<file path="src/rtl/pool_storage_ctrl_if.sv">
// Handshake and storage-control bundle for the pooled-feature storage sequencer.
// The slave modport is the controller; the master modport is its environment.
interface pool_storage_ctrl_if #(
    parameter int CNT_W = 4,
    parameter int FRM_W = 16
);
    logic             pool_vld;
    logic             pool_rdy;
    logic             flush;
    logic             store_vld;
    logic [CNT_W-1:0] store_cnt;
    logic             lin_vld;
    logic             lin_rdy;
    logic             frame_done;
    logic [FRM_W-1:0] frame_cnt;
    logic             busy;

    modport master (
        output pool_vld, flush, lin_rdy,
        input  pool_rdy, store_vld, store_cnt, lin_vld, frame_done, frame_cnt, busy
    );

    modport slave (
        input  pool_vld, flush, lin_rdy,
        output pool_rdy, store_vld, store_cnt, lin_vld, frame_done, frame_cnt, busy
    );
endinterface

</file>
<file path="src/rtl/pool_storage_ctrl.sv">
// Sequencer for the 3-channel x 9-position pooled-feature storage register.
// Collects pool results into positions 0..NUM_POS-1 (zero-latency write strobe),
// then holds the full vector for the FC stage until it is consumed or flushed.
module pool_storage_ctrl #(
    parameter int NUM_POS = 9,
    parameter int CNT_W   = 4,
    parameter int FRM_W   = 16
) (
    input  logic                clk,
    input  logic                rst,
    pool_storage_ctrl_if.slave  bus
);
    typedef enum logic {
        S_FILL = 1'b0,
        S_FULL = 1'b1
    } state_t;

    localparam logic [CNT_W-1:0] LAST_POS = CNT_W'(NUM_POS - 1);

    state_t           r_state;
    logic [CNT_W-1:0] r_pos;
    logic             r_lin_vld;
    logic             r_frame_done;
    logic [FRM_W-1:0] r_frame_cnt;

    logic w_pool_rdy;
    logic w_accept;

    // Ready while filling, or while full if the consumer frees the vector this
    // cycle; flush and reset both block acceptance.
    assign w_pool_rdy = !rst && !bus.flush && ((r_state == S_FILL) || bus.lin_rdy);
    assign w_accept   = bus.pool_vld && w_pool_rdy;

    assign bus.pool_rdy   = w_pool_rdy;
    assign bus.store_vld  = w_accept;
    assign bus.store_cnt  = r_pos;
    assign bus.lin_vld    = r_lin_vld;
    assign bus.frame_done = r_frame_done;
    assign bus.frame_cnt  = r_frame_cnt;
    assign bus.busy       = (r_pos != '0) || (r_state == S_FULL);

    // Fill/full sequencer with position counter, handoff pulse and vector count.
    always_ff @(posedge clk or posedge rst) begin
        if (rst) begin
            r_state      <= S_FILL;
            r_pos        <= '0;
            r_lin_vld    <= 1'b0;
            r_frame_done <= 1'b0;
            r_frame_cnt  <= '0;
        end else begin
            r_frame_done <= 1'b0;
            if (bus.flush) begin
                // Abort: stored bytes are left in place and simply overwritten later.
                r_state   <= S_FILL;
                r_pos     <= '0;
                r_lin_vld <= 1'b0;
            end else begin
                case (r_state)
                    S_FILL: begin
                        if (w_accept) begin
                            if (r_pos == LAST_POS) begin
                                r_pos     <= '0;
                                r_state   <= S_FULL;
                                r_lin_vld <= 1'b1;
                            end else begin
                                r_pos <= r_pos + 1'b1;
                            end
                        end
                    end
                    S_FULL: begin
                        if (bus.lin_rdy) begin
                            r_frame_done <= 1'b1;
                            r_frame_cnt  <= r_frame_cnt + 1'b1;
                            r_lin_vld    <= 1'b0;
                            r_state      <= S_FILL;
                            // A result accepted during handoff lands in position 0.
                            r_pos        <= w_accept ? CNT_W'(1) : '0;
                        end
                    end
                    default: begin
                        r_state <= S_FILL;
                        r_pos   <= '0;
                    end
                endcase
            end
        end
    end
endmodule

</file>
<file path="src/flat_wrapper.sv">
// flat-port wrapper written by rule: the top's interface ports become plain ports
module pool_storage_ctrl_flat 
#(
    parameter int NUM_POS = 9,
    parameter int CNT_W   = 4,
    parameter int FRM_W   = 16
)
  (clk, rst, bus_pool_vld, bus_flush, bus_lin_rdy, bus_pool_rdy, bus_store_vld, bus_store_cnt, bus_lin_vld, bus_frame_done, bus_frame_cnt, bus_busy);
  pool_storage_ctrl_if #(.CNT_W(CNT_W), .FRM_W(FRM_W)) bus_i ();
  input  logic clk;
  input  logic rst;
  input wire logic [$bits(bus_i.pool_vld)-1:0] bus_pool_vld;
  input wire logic [$bits(bus_i.flush)-1:0] bus_flush;
  input wire logic [$bits(bus_i.lin_rdy)-1:0] bus_lin_rdy;
  output wire logic [$bits(bus_i.pool_rdy)-1:0] bus_pool_rdy;
  output wire logic [$bits(bus_i.store_vld)-1:0] bus_store_vld;
  output wire logic [$bits(bus_i.store_cnt)-1:0] bus_store_cnt;
  output wire logic [$bits(bus_i.lin_vld)-1:0] bus_lin_vld;
  output wire logic [$bits(bus_i.frame_done)-1:0] bus_frame_done;
  output wire logic [$bits(bus_i.frame_cnt)-1:0] bus_frame_cnt;
  output wire logic [$bits(bus_i.busy)-1:0] bus_busy;
  assign bus_i.pool_vld = bus_pool_vld;
  assign bus_i.flush = bus_flush;
  assign bus_i.lin_rdy = bus_lin_rdy;
  assign bus_pool_rdy = bus_i.pool_rdy;
  assign bus_store_vld = bus_i.store_vld;
  assign bus_store_cnt = bus_i.store_cnt;
  assign bus_lin_vld = bus_i.lin_vld;
  assign bus_frame_done = bus_i.frame_done;
  assign bus_frame_cnt = bus_i.frame_cnt;
  assign bus_busy = bus_i.busy;
  pool_storage_ctrl #(.NUM_POS(NUM_POS), .CNT_W(CNT_W), .FRM_W(FRM_W)) u_core (.clk(clk), .rst(rst), .bus(bus_i));
endmodule
</file>
<file path="config.mk">
export PLATFORM = sky130hd
export DESIGN_NAME = pool_storage_ctrl_flat
export DESIGN_NICKNAME = d
export VERILOG_FILES = /design/src/rtl/pool_storage_ctrl_if.sv /design/src/rtl/pool_storage_ctrl.sv /design/src/flat_wrapper.sv
export SDC_FILE = /design/constraint.sdc
export NUM_CORES = 1
export LEC_CHECK = 0
export ABC_AREA = 1
export CAP_MARGIN = 10
export CORE_MARGIN = 10
export CORE_UTILIZATION = 55
export CTS_BUF_LIST = sky130_fd_sc_hd__clkbuf_8
export DETAILED_ROUTE_END_ITERATION = 7
export HOLD_SLACK_MARGIN = 0.06
export PLACE_DENSITY = 0.88
export SLEW_MARGIN = 10
export SYNTH_ARGS = -nofsm -noshare
export SYNTH_HDL_FRONTEND = slang
export SYNTH_SLANG_ARGS = --single-unit
</file>
<file path="constraint.sdc">
create_clock -name clk -period 3.6 [get_ports clk]
set_input_delay 0.9 -clock clk [delete_from_list [all_inputs] [get_ports clk]]
set_output_delay 0.9 -clock clk [all_outputs]
set_load 0.01 [all_outputs]
</file>
# Word level (Yosys, flattened, before mapping)
# Index checks and enable logic that the tools add are counted.
[totals] word_cells=43 register_bits=23
[classes] n_eq_ne=4 n_bitwise=2 reduce_logical=11 addsub=2 muxes=19
[ops] cell="adder 16 x 1 -> 16 bit (second input constant)" count=1
[ops] cell="two-way mux 4 bit" count=4
[ops] cell="two-way mux 1 bit" count=12
[ops] cell="case mux 4 bit (2 select lines)" count=1
[ops] cell="inequality test 3 bit (second input constant)" count=2
[ops] cell="AND reduction 3 bit" count=2
[ops] cell="adder 4 x 1 -> 4 bit (second input constant)" count=1
[ops] cell="equality test 4 bit (second input constant)" count=1
[ops] cell="case mux 1 bit (2 select lines)" count=2
[ops] cell="nonzero test 4 bit" count=1
[ops] cell="logical AND 1 bit" count=3
[ops] cell="inequality test 3 x 2 -> 1 bit (second input constant)" count=1
[ops] cell="zero test 1 bit" count=2
[ops] cell="logical OR 1 bit" count=2
[ops] cell="inverter 1 bit" count=2
[ops] cell="AND reduction 2 bit" count=1

# Depth between registers and ports, before layout
[logic_depth] word_depth=8 ltp_mapped=8

# Worst setup path before layout
# No wires, ideal clock.
[synth_path] path_type="input -> output" start="in rst" end="out bus_store_vld" required_ns=2.700 arrival_time_ns=1.321 path_buffers=0 slack_ns=1.379 cell_stages=3 cell_sequence="nor2_1 -> nand2_1 -> nor2_1"
[synth_between] elab_chain_len=4
[synth_rtl] item="start: declaration" line_no="flat_wrapper.sv:11" text="input logic rst;"
[synth_rtl] item="zero test 1 bit (no line)"
[synth_rtl] item="logical AND 1 bit (2 in series)" line_no="pool_storage_ctrl.sv:31" text="assign w_pool_rdy = !rst && !bus.flush && ((r_state == S_FILL) || bus.lin_rdy);"
[synth_rtl] item="logical AND 1 bit" line_no="pool_storage_ctrl.sv:32" text="assign w_accept = bus.pool_vld && w_pool_rdy;"
[synth_rtl] item="end: declaration" line_no="flat_wrapper.sv:16" text="output wire logic [$bits(bus_i.store_vld)-1:0] bus_store_vld;"
# Every way passes these cells.

# Final worst setup path
[layout_path] start="in bus_lin_rdy" end="out bus_store_vld"
[layout_between] elab_chain_len=3
[layout_rtl] item="start: declaration" line_no="flat_wrapper.sv:14" text="input wire logic [$bits(bus_i.lin_rdy)-1:0] bus_lin_rdy;"
[layout_rtl] item="logical OR 1 bit" line_no="pool_storage_ctrl.sv:31"
[layout_rtl] item="logical AND 1 bit" line_no="pool_storage_ctrl.sv:31"
[layout_rtl] item="logical AND 1 bit" line_no="pool_storage_ctrl.sv:32"
# Every way passes these cells.

==> flow_summary.toml <==
[logic_synthesis]
yosysUniqueCellTypes = 26
yosys_warnings = 0
yosysSeqAreaShare_pct = 43.6
synth_ff_type = "dfrtp_1"
synth_area_mm2 = 0.00132
synth_edf_count = 0
syn_avg_cell_area_um2 = 8.45
synthArstFlopShare_pct = 100
syn_inst = 156
synth_nets = 164
ys_ff_latch = 23

[pwr]
p_per_area_mw_per_mm2 = 296
ir_drop_mv = 0.247
p_leak_uw = 0.000863

[final_layout]
drive_above_1_share_pct = 9.52
finalNetCount = 198
fillers = 170
fin_util_pct = 74.8
final_cell_mix = "nand2_1 (42), clkdlybuf4s50_1 (29), inv_1 (24)"
n_antenna_cell = 0
layout-area-overhead-vs-synth_pct = 27.9
final_common_cell = "nand2_1"

[outcome]
status = "completed"

[floorplanning]
placeableCoreArea_mm2 = 0.00225
dieArea_mm2 = 0.00476
die_h_um = 69.0
fp-row-count = 17
die_width_um = 69.0
io_pins = 30
start_util_pct = 58.5

[cts]
cts.htree.levels = 1
cts_setup_buffers = 0
numCtsBuffers = 3
path_clk_slew_ps = 80
ctsHoldBuffers = 0
cts_tree = "yes"
clock_sinks = 23
cts_buffer_depth = 2
clk_latency_ps = 270
postCtsResizedCells = 0
cts_root_buffer = "clkbuf_8"

[sta]
period_share_pct = 92.3
fin_crit_ps = 3320
finalWorstSetupSlack_ps = 278
rsz0062_at_grt = "false"
slew_headroom_pct = 42.3
worst_pin_slew_ps = 864
clock.fmax_mhz = 301
report.final.slew_viol_count = 0
hold_violations = 0
setup_viol = 0
finClkSkew_ps = 10.0
tns_ps = 0

[routing]
vias = 1139
via_per_inst = 5.25
wl_um = 2980
route.detailed.wl_per_inst_um = 13.7
drt-pass1-iter-count = 4
drcViolationCount = 0
drtAntennaViolNets = 0
drt_iter0_markers = 62

[critical_path]
worstPathCellList = "clkdlybuf4s50_1 > inv_1 > nand2_1 > nand2_1 > nor2_1 > clkdlybuf4s50_1"
cpMaxStageDelayCell = "clkdlybuf4s50_1"
crit_required_ps = 2700
critPathCaptureType = "output pin"
cpPeakStageDelay_ps = 590
worstSetupStartpointType = "input port"
worstPathMaxFanout = 4
cp.arrival_ps = 2420
path_class = "in2out"

[grt]
grt_util_all_layers_pct = 13.8
grt_pass1_wl_um = 5180
grt_max_degree = 24
grt_overflow_total = 0
antenna_found_initial = 0
grt_pass1_vias = 1179

[place]
routabilityCongestion = 0.876
dp_hpwl_um = 2400
dp_slack_ps = 272
io_buffers = 29

[hold_path]
hold_class = "reg2reg"

[run]
drv_cap = 0
-- worst max-delay path: cells and delay by family --
family	cells	cell delay [ps]
AND/OR/NAND/NOR	3	290
buffers and inverters	3	1230
-- per-stage QoR --
step / instances / area, um2 / hold slack (ps) / power, uW
2_1_floorplan: 156 / 1320 / 514 / 305
3_3_place_gp: 213 / 1640 / 469 / 338
3_5_place_dp: 213 / 1640 / 481 / 340
4_1_cts: 217 / 1690 / 501 / 499
5_1_grt: 217 / 1690 / 546 / 517
6_report: 217 / 1690 / 500 / 499
-- synth_stat cells (2+ instances only) --
master	n	area, um2
nand2_1	42	158
inv_1	24	90.1
dfrtp_1	23	576
nand4_1	11	68.8
nand3_1	10	50.1
nor2_1	9	33.8
xor2_1	6	52.6
xnor2_1	5	43.8
ha_1	3	37.5
nor2_4	3	33.8
o21ai_0	3	15.0
nor2_2	2	12.5
nor3_1	2	10.0
-- area by class of cell --
cell class / instances / area [um2] / area share [%]
inverter: 26 / 103 / 6.08
sequential: 23 / 576 / 34.1
multi-input combinational: 106 / 629 / 37.3
tap: 28 / 35.0 / 2.08
clock inverter: 1 / 5.00 / 0.297
clock buffer: 3 / 41.3 / 2.45
timing repair buffer: 30 / 298 / 17.7
-- per-layer routing --
metal	share of wire, %	GRT usage, %	wire length, um	vias up
li1	-	-	-	563
met5	0	0	0	-
met2	50	24.8	1480	35
met3	6.9	2.90	206	5
met4	1.3	4.68	38	0
met1	42	15.7	1250	536
-- cell families (layout without fill, tap and decap cells) --
kind of cell	Yosys count	count (layout)	synth area share [%]
buffers and inverters	27	60	8.63
flip-flops	23	23	43.6
AO/OA/AOI/OAI	6	6	2.66
AND/OR/NAND/NOR	86	86	34.9
adder cells (fa/ha/maj)	3	3	2.85
XOR/XNOR	11	11	7.31
-- state kept, by name, indices dropped and copies added, names as in the netlist --
| name | count |
|---|---|
| u_core.bus.lin_vld | 1 |
| u_core.r_state | 1 |
| u_core.bus.store_cnt | 4 |
| u_core.bus.frame_cnt | 16 |
| u_core.bus.frame_done | 1 |
-- path summary, 6_finish.rpt --
path | slack (ps) | to | start | depth (start not counted)
max in group asynchronous | 1890 | u_core.bus.frame_cnt[11] | rst | 2
min in group asynchronous | 1170 | u_core.bus.frame_done | rst | 2
worst min register to register | 500 | u_core.bus.frame_cnt[15] | u_core.bus.frame_cnt[15] | 2
worst max register to register | 2160 | u_core.bus.frame_cnt[12] | u_core.bus.frame_cnt[0] | 6
worst max-delay path | 280 | bus_store_vld | bus_lin_rdy | 6
worst min-delay path | 500 | u_core.bus.frame_cnt[15] | u_core.bus.frame_cnt[15] | 2
-- power breakdown --
part | internal (uW) | switching [uW] | leakage (uW)
Sequential | 264 | 8.62 | 0.000318
Combinational | 30.3 | 32.0 | 0.000519
Clock | 77.4 | 87.1 | 0.0000255
No activity file was read; power rests on OpenSTA's default activity.
==> edit: new RTL, config.mk and constraints unchanged <==
Make the reset (`rst`) synchronous in one clocked block.
--- a/src/rtl/pool_storage_ctrl.sv
+++ b/src/rtl/pool_storage_ctrl.sv
@@ -42,3 +42,3 @@
     // Fill/full sequencer with position counter, handoff pulse and vector count.
-    always_ff @(posedge clk or posedge rst) begin
+    always_ff @(posedge clk) begin
         if (rst) begin
Function: differs if rst is asserted again (counterexample within 4 cycles, from zero or initial values and one cycle with rst high); with rst held inactive, the same outputs for 10 cycles.
==> edit against the original RTL <==
- global-route usage shrank 0.22 points
- worst setup slack improved by 0.040 ns
- die area shrank 5.0%
- highest routed layer unchanged
- sequential cell count stayed put
- area after synthesis down 7.0%
- non-clock buffer count is the same
- final area down 5.1%
- critical endpoint is now bus_pool_rdy
- register-to-register slack gained 0.07 ns
- clock skew decreased by 0.0055 ns
- routed wire length fell by 1.6%
- synthesized cell count rose by 20%
- critical path depth shrank 1
Power is not compared: it rests on default switching activity, and its combinational part moved more than twofold at a synthesized area within 25%.
==> edit: results <==
[place]
port_buffers = 29
placed_cell_area_mm2 = 0.00156
hpwl_mm = 2.30
gp_congestion = 0.801
pre_cts_ws_ns = 0.307
dp.cells = 244

[yosys]
postSynth.asyncResetShare_pct = 0
synth.area.top_cells = "dfxtp_1 38%, nand2_1 14%, nor2_1 9.8%"
synthesis.nets = 195
synth_cell_type_count = 22
yosys-top-cells-count = "45 x nand2_1, 32 x nor2_1, 26 x inv_1, 23 x dfxtp_1, 13 x nand3_1"
syn_avg_cell_area_um2 = 6.56
ys.flop_type = "dfxtp_1"

[timing]
fin_crit_sh_pct = 91.2
fin_skew_ns = 0.00456
max_slew_margin_pct = 75.6

[pwr]
internal_power_mw = 0.341
p_total_mw = 0.439

[setup_path]
critPathMaxFanout = 7
rrSetupSlack_ns = 2.23
cp_slowest_stage_delay_ns = 0.56
r2r_cells = 5
cp.arrival_ns = 2.38
worstSetupEndpoint = "bus_pool_rdy"
rr_endpoint = "u_core.bus.frame_cnt[8]$_SDFFE_PP0P_"

[outcome]
status = "completed"

[global_route]
use_met2_pct = 26.3
use_met3_pct = 3.14
grt_pass1_wl_mm = 5.01
grt_max_degree = 16
grt.met1_usage_pct = 13.4
track_usage_pct = 13.6

[min_path]
hold_end = "u_core.bus.lin_vld$_SDFFE_PP0P_"
min_from = "u_core.bus.lin_vld$_SDFFE_PP0P_"

[layout]
layout.cells.non_filler = 248
final_nets = 229

[routing]
top_layer = "met4"
wl_mm = 2.93
drt_iter0_markers = 57
met1_length_mm = 1.16
via_count = 1253
wl_met2_mm = 1.52
wl_met3_um = 211

[clocking]
clk_path_buf_depth = 2
-- edit: changes by cell type in the layout (fill, tap and decap cells not counted), moves of 5 or more --
cell,change
xnor2_1,-5
a21oi_1,+11
nor2_1,+23
o21ai_0,+7
xor2_1,-6
dfrtp_1,-23
nand4_1,-7
dfxtp_1,+23
-- edit: final cells by class --
| cell class | instances | area, um^2 |
|---|---|---|
| clock inverter | 1 | 3.75 |
| sequential | 23 | 460 |
| timing repair buffer | 30 | 298 |
| fill | 186 | 569 |
| clock buffer | 3 | 41.3 |
| inverter | 28 | 105 |
| tap | 28 | 35.0 |
| multi-input combinational | 135 | 657 |
-- edit: kinds of logic after synthesis --
kind of cell | Yosys count | synth area share, %
AO/OA/AOI/OAI | 22 | 8.98
adder cells (fa/ha/maj) | 3 | 3.06
buffers and inverters | 29 | 8.88
flip-flops | 23 | 37.6
AND/OR/NAND/NOR | 110 | 41.5
